**src/rtl/dmarb_pkg.sv**
```systemverilog
// Shared types for the data memory arbiter.
// State encoding, requester ids, alignment helper.
package dmarb_pkg;

  typedef enum logic [1:0] {
    ST_IDLE   = 2'd0,
    ST_GRANT  = 2'd1,
    ST_ACCESS = 2'd2,
    ST_RESP   = 2'd3
  } state_t;

  localparam logic ID_REQ0 = 1'b0;
  localparam logic ID_REQ1 = 1'b1;

  function automatic logic misaligned(
    input logic [1:0] lsb
  );
    return |lsb;
  endfunction

endpackage

```
**src/rtl/data_mem_arbiter_rr_arb2.sv**
```systemverilog
// Two-way round-robin pick (combinational).
// req[1:0] in, last = previous winner; gnt_id/gnt_valid out.
module rr_arb2
  import dmarb_pkg::*;
(
  input  logic [1:0] req,
  input  logic       last,
  output logic       gnt_id,
  output logic       gnt_valid
);

  always_comb begin
    gnt_valid = |req;
    gnt_id    = ID_REQ0;
    unique case (1'b1)
      (req == 2'b11): gnt_id = ~last;
      (req == 2'b10): gnt_id = ID_REQ1;
      (req == 2'b01): gnt_id = ID_REQ0;
      default:        gnt_id = ID_REQ0;
    endcase
  end

endmodule

```
**src/rtl/data_mem_arbiter.sv**
```systemverilog
// Shares one word-wide data memory port between req0/req1.
// Ports: reqN/weN/adrN/wdataN in, rdataN/ackN/errN out, busy, mem_* pins.
module data_mem_arbiter
  import dmarb_pkg::*;
#(
  parameter int AW = 32,
  parameter int DW = 32
) (
  input  logic          clk,
  input  logic          rst,
  input  logic          req0,
  input  logic          we0,
  input  logic [AW-1:0] adr0,
  input  logic [DW-1:0] wdata0,
  output logic [DW-1:0] rdata0,
  output logic          ack0,
  output logic          err0,
  input  logic          req1,
  input  logic          we1,
  input  logic [AW-1:0] adr1,
  input  logic [DW-1:0] wdata1,
  output logic [DW-1:0] rdata1,
  output logic          ack1,
  output logic          err1,
  output logic          busy,
  output logic [AW-1:0] mem_adr,
  output logic [DW-1:0] mem_din,
  output logic          mem_mrd,
  output logic          mem_mwr,
  input  logic [DW-1:0] mem_dout
);

  state_t        state;
  logic          last;
  logic          id_q;
  logic          we_q;
  logic [AW-1:0] adr_q;
  logic [DW-1:0] wdata_q;
  logic          gnt_id;
  logic          gnt_valid;
  logic          xfer;

  rr_arb2 u_arb (
    .req       ({req1, req0}),
    .last      (last),
    .gnt_id    (gnt_id),
    .gnt_valid (gnt_valid)
  );

  always_ff @(posedge clk) begin
    if (rst) begin
      state   <= ST_IDLE;
      last    <= ID_REQ1;
      id_q    <= ID_REQ0;
      we_q    <= 1'b0;
      adr_q   <= '0;
      wdata_q <= '0;
      busy    <= 1'b0;
      ack0    <= 1'b0;
      ack1    <= 1'b0;
      err0    <= 1'b0;
      err1    <= 1'b0;
      rdata0  <= '0;
      rdata1  <= '0;
    end else begin
      ack0   <= 1'b0;
      ack1   <= 1'b0;
      err0   <= 1'b0;
      err1   <= 1'b0;
      rdata0 <= '0;
      rdata1 <= '0;
      unique case (state)
        ST_IDLE: begin
          if (gnt_valid) begin
            id_q    <= gnt_id;
            last    <= gnt_id;
            we_q    <= gnt_id ? we1 : we0;
            adr_q   <= gnt_id ? adr1 : adr0;
            wdata_q <= gnt_id ? wdata1 : wdata0;
            busy    <= 1'b1;
            state   <= ST_GRANT;
          end
        end
        ST_GRANT: begin
          // misaligned: skip the memory cycle, answer with err
          if (misaligned(adr_q[1:0])) begin
            state <= ST_RESP;
            if (id_q == ID_REQ1) begin
              ack1 <= 1'b1;
              err1 <= 1'b1;
            end else begin
              ack0 <= 1'b1;
              err0 <= 1'b1;
            end
          end else begin
            state <= ST_ACCESS;
          end
        end
        ST_ACCESS: begin
          state <= ST_RESP;
          if (id_q == ID_REQ1) begin
            ack1   <= 1'b1;
            rdata1 <= we_q ? '0 : mem_dout;
          end else begin
            ack0   <= 1'b1;
            rdata0 <= we_q ? '0 : mem_dout;
          end
        end
        ST_RESP: begin
          state <= ST_IDLE;
          busy  <= 1'b0;
        end
        default: state <= ST_IDLE;
      endcase
    end
  end

  // strobes gated by rst so a reset in ACCESS kills the write
  assign xfer    = (state == ST_ACCESS) && !rst;
  assign mem_mrd = xfer && !we_q;
  assign mem_mwr = xfer && we_q;
  assign mem_adr = (state == ST_GRANT || state == ST_ACCESS)
                   ? adr_q : '0;
  assign mem_din = (state == ST_ACCESS) ? wdata_q : '0;

endmodule
```
**config.mk**
```make
export PLATFORM = sky130hd
export DESIGN_NAME = data_mem_arbiter
export DESIGN_NICKNAME = d
export VERILOG_FILES = /design/src/rtl/dmarb_pkg.sv /design/src/rtl/data_mem_arbiter_rr_arb2.sv /design/src/rtl/data_mem_arbiter.sv
export SDC_FILE = /design/constraint.sdc
export NUM_CORES = 1
export LEC_CHECK = 0
export BUFFER_PORTS_ARGS = -buffer_cell sky130_fd_sc_hd__clkbuf_2
export CAP_MARGIN = 0
export CORE_AREA = 2 2 117 119
export CTS_BUF_LIST = sky130_fd_sc_hd__clkbuf_4 sky130_fd_sc_hd__clkbuf_8 sky130_fd_sc_hd__clkbuf_16
export DETAILED_ROUTE_END_ITERATION = 8
export DIE_AREA = 0 0 119 121
export HOLD_SLACK_MARGIN = 0.08
export PLACE_DENSITY = 0.73
export SETUP_SLACK_MARGIN = 0.1
export SYNTH_ARGS = -nofsm -noshare
export SYNTH_HDL_FRONTEND = slang
export SYNTH_SLANG_ARGS = --single-unit
```
**constraint.sdc**
```tcl
create_clock -name clk -period 4 [get_ports clk]
set_input_delay 0.8 -clock clk [delete_from_list [all_inputs] [get_ports clk]]
set_output_delay 0.8 -clock clk [all_outputs]
set_load 0.05 [all_outputs]
```
After elaboration in Yosys (flattened, before gate mapping)
Cells that the tools add are included.
{ "word_totals": {"register_bits": 138, "in_bits": 166, "output_inout_bits": 135, "word_cells": 56} }
{ "classes": {"n_eq_ne": 6, "reduce_logical": 15, "muxes": 18, "bitwise": 4} }
{ "ops": {"columns": ["operator", "n"], "rows": [
  ["2-to-1 mux 32 bit", 5],
  ["== test 2 bit (second input constant)", 4],
  ["case mux 1 bit (2 select lines)", 4],
  ["case mux 2 bit (4 select lines)", 1],
  ["2-to-1 mux 1 bit", 7],
  ["OR reduction 2 bit", 3],
  ["OR reduction 3 bit", 2],
  ["NOT 1 bit", 4],
  ["AND reduction 2 bit", 2],
  ["logical AND 1 bit", 3],
  ["== test 2 x 1 -> 1 bit (second input constant)", 1],
  ["zero test 1 bit", 2],
  ["zero test 2 bit", 1],
  ["2-to-1 mux 2 bit", 1],
  ["inequality test 2 bit (second input constant)", 1],
  ["nonzero test 2 bit", 1],
  ["logical OR 1 bit", 1]
]} }

Longest topological paths before layout
{ "depth": {"word_depth": 3, "ltp_mapped": 7, "mapped_depth_nobuf": 5} }

Hierarchy
From an unflattened synthesis, not the netlist that was laid out.
{ "unflattened": {"hier_cells": 580, "hier_area_um2": 5715.5} }
{ "modules_own_cells": {"columns": ["module", "n_inst", "cells_each", "seq_area_each_um2", "area_per_inst_um2"], "rows": [
  ["data_mem_arbiter", 1, 578, 2762.6, 5701.7],
  ["rr_arb2", 1, 2, 0.0, 13.8]
]} }

Worst setup path before layout
No wires, ideal clock.
{ "synth_timing": {"path_kind": "input to output", "start": "input port rst", "end": "output port mem_mrd", "n_path_buf": 0, "setup_slack_ps": 1490, "path_stages": 2, "required_time_ps": 3200, "arrival_time_ps": 1710, "cell_sequence": "nor2b_1 > nor2b_1"} }
{ "synth_between": {"elab_chain_len": 3} }
{ "synth_lines": {"columns": ["item", "line_no", "source"], "rows": [
  ["from (decl)", "data_mem_arbiter.sv:10", "input logic rst,"],
  ["zero test 1 bit", "data_mem_arbiter.sv:119", "assign xfer = (state == ST_ACCESS) && !rst;"],
  ["logical AND 1 bit", "data_mem_arbiter.sv:119", null],
  ["logical AND 1 bit", "data_mem_arbiter.sv:120", "assign mem_mrd = xfer && !we_q;"],
  ["to (decl)", "data_mem_arbiter.sv:28", "output logic mem_mrd,"]
]} }
Every way passes these cells.

Worst setup path in the final report
{ "layout_timing": {"start": "register state[1]", "end": "output port mem_adr[31]"} }
{ "layout_between": {"elab_chain_len": 3, "elab_cells_between_ends": 4, "cone_classes": "2 x eq/ne; 1 x mux; 1 x reduce/logical"} }
{ "layout_lines": {"columns": ["item", "line_no", "source"], "rows": [
  ["from (decl)", "data_mem_arbiter.sv:33", "state_t state;"],
  ["from (signal assigned)", "data_mem_arbiter.sv:52", "state <= ST_IDLE;"],
  ["from (signal assigned)", "data_mem_arbiter.sv:81", "state <= ST_GRANT;"],
  ["from (signal assigned)", "data_mem_arbiter.sv:87", "state <= ST_RESP;"],
  ["== test 2 x 1 -> 1 bit / == test 2 bit (equally long branches)", "data_mem_arbiter.sv:122", "assign mem_adr = (state == ST_GRANT || state == ST_ACCESS)"],
  ["logical OR 1 bit (*)", "data_mem_arbiter.sv:122", null],
  ["2-to-1 mux 32 bit (*)", "data_mem_arbiter.sv:123", "? adr_q : '0;"],
  ["to (decl)", "data_mem_arbiter.sv:26", "output logic [AW-1:0] mem_adr,"]
]} }
Every way passes the cells marked *; elsewhere a longest branch is shown, timed or not.

==> flow_summary.ini <==
[outcome]
status = finished clean

[die]
start_util_pct = 42.1
rows = 42
io_pins = 301
die_area_um2 = 14400
die_width_um = 119
fp.dieH_um = 121
core_area_um2 = 13100

[min_path]
min_path_cells = 2
hp-class = flop to flop
hp-start = wdata_q[6]

[synthesis]
synth_seq_cells = 138
synthDominantCellAreaShare_pct = 50.1
synth.distinct_cells = 27
ys.flop_type = dfxtp_1
synth_area_leader_cell = dfxtp_1
synth-edff-count = 0
syn_area_um2 = 5510
netlist_top_cells_count = dfxtp_1, nor2_1, nand2_1
syn_inst = 649
synthTopCellsByArea = dfxtp_1, nor2_1, and2_1
synthArstFlopShare_pct = 0
synth.most_common_cell = dfxtp_1
syn_avg_cell_area_um2 = 8.49
yosys_warnings = 0
synth_nets = 820
yosysSeqAreaShare_pct = 50.1

[global_route]
grt_pass1_vias = 5103
grt_max_degree = 74
antenna_found_initial = 0
grt_pass1_wl_mm = 24.7
overflow = 0
track_usage_pct = 21.6

[clocking]
cts.sink_count = 138
cts_buffers = 17
insertion_delay_ns = 0.41
clkSlewWorstSetupHoldPaths_ns = 0.06
root_buffer = clkbuf_16
clk_path_buf_depth = 2
cts-resized-gates = 0
cts_tree = built
htreeDepth = 4
post-cts-setup-buffers = 0
hold_buffers = 0

[drt]
drc = 0
ant_nets = 0
wl_per_cell_um = 14.2
finalWirelength_mm = 15.8
drt-initial-drc-count = 259
avgViaCountPerCell = 4.83
dr_total_vias = 5386
firstDrtPassIters = 5

[timing]
hold_viol = 0
rsz0062_at_grt = false
setup_ws_ns = 0.880
finClkSkew_ns = 0.00580
whs_ns = 0.495
post-route-period-util_pct = 78.0
maxSlewViolCount = 0
tightest_slew_ns = 1.12
clock.fmax_ghz = 0.321
fin_setup_tns_ns = 0
setup_violations = 0
max-slew-margin-rel_pct = 25.4
period_needed_ns = 3.12

[worst_setup_path]
critical_path_required_ns = 3.20
r2r.worst_path.cells = 5
start_kind = flop
worstPathMaxFanout = 34
worst-setup-path-type = flop to primary output
crit_arrival_ns = 2.32
reg2reg_from = state[0]
crit_path_end_kind = primary output
cp-startpoint = state[1]

[job]
drv_cap = 0

[placement]
place_area_um2 = 7090
dpl.hpwl_mm = 11.2
portBuffers = 300
place_congestion = 0.805
dp_slack_ns = 1.30

[finish]
final_area_um2 = 7730
drive_gt1_share_pct = 39.1
fill_cells = 1197
finalNetCount = 1097
antenna-diode-count = 0
areaGrowthSynthToFinish_pct = 40.2

[power_and_ir_drop]
max-vdd-ir-drop_v = 0.000471
leakagePower_nw = 3.80
cellPowerDensity_nw_per_um2 = 792
[path summary, 6_finish.rpt]
check	to	slack, ns
worst max-delay path	mem_adr[31]	0.88
worst min-delay path	wdata_q[6]	0.49
worst max register to register	rdata1[27]	1.43
worst min register to register	wdata_q[6]	0.49
[sequential cells by signal (all words and copies together), names as in the netlist, 2 cells and up]
name     cells
state        2
wdata_q     32
rdata1      32
rdata0      32
adr_q       32
[critical path: stages, from the launching register on]
cell      delay (ns)
dfxtp_1         0.40
inv_1           0.10
ha_1            0.85
and2_1          0.27
clkbuf_2        0.29
[stage by stage]
stage / power [W] / instances / utilization, %
global placement: 0.00448 / 1083 / 54.2
detailed placement: 0.00449 / 1083 / 54.2
finish: 0.00612 / 1115 / 59.1
global route: 0.00650 / 1115 / 59.1
floorplan: 0.00389 / 649 / -
CTS: 0.00618 / 1115 / 59.1
[kinds of logic (layout without fill, tap and decap cells)]
group,after synthesis,after routing,share of synthesized area [%]
AO/OA/AOI/OAI,144,144,18.3
AND/OR/NAND/NOR,308,308,25.8
buffers and inverters,54,344,4.61
flip-flops,138,138,50.1
adder cells (fa/ha/maj),5,5,1.14
[placed cells by master (no fill, tap or decap)]
cell type   netlist  layout
bufinv_16         0       4
nor2b_1           3       3
or2_2             1       1
a31oi_1           1       1
o21a_1            2       1
a211oi_1         47      47
nand2b_1         32      32
clkbuf_2          0     299
inv_6             0       2
nor3_1            2       2
inv_1             3       3
clkbuf_4          0       1
nand2_1          69      69
or3b_2            1       1
buf_4             9       8
nor4_1            1       1
a21boi_4          0       1
nor3b_1           1       1
buf_12            0       1
clkbuf_8          0       1
clkbuf_16         0      17
and2_1           65      65
a22oi_1           1       1
buf_2            14       1
a21oi_1          67      67
nor2_1          133     133
o21ai_0           3       3
o21ai_4           0       1
clkinv_4          0       3
ha_1              5       5
o21a_2            0       1
clkinvlp_4        0       3
dfxtp_1         138     138
a211oi_2         20      20
a21bo_2           1       1
clkinv_2          0       1
[area by class of cell]
cell class	instances	area, um2	area share (%)
Timing Repair Buffer	309	1580	20.5
Multi-Input combinational cell	457	2510	32.5
Tap cell	176	220	2.85
Inverter	3	11.3	0.146
Clock buffer	19	447	5.78
Clock inverter	13	191	2.48
Sequential cell	138	2760	35.8
[where the power goes]
group	internal, W	switching, W
logic	0.000773	0.00181
clock network	0.00107	0.000603
registers	0.00170	0.000160
total	0.00355	0.00258
[metal layers]
| metal | vias to the layer above | GRT usage, % | part of all wire (%) |
|---|---|---|---|
| met4 | 0 | 9.00 | 2.4 |
| met1 | 2433 | 24.6 | 40 |
| met2 | 230 | 37.0 | 49 |
| met3 | 30 | 7.19 | 8.2 |
| li1 | 2693 | - | - |
| met5 | - | 0 | 0 |
Note: power is estimated with default switching activity, not from simulation.
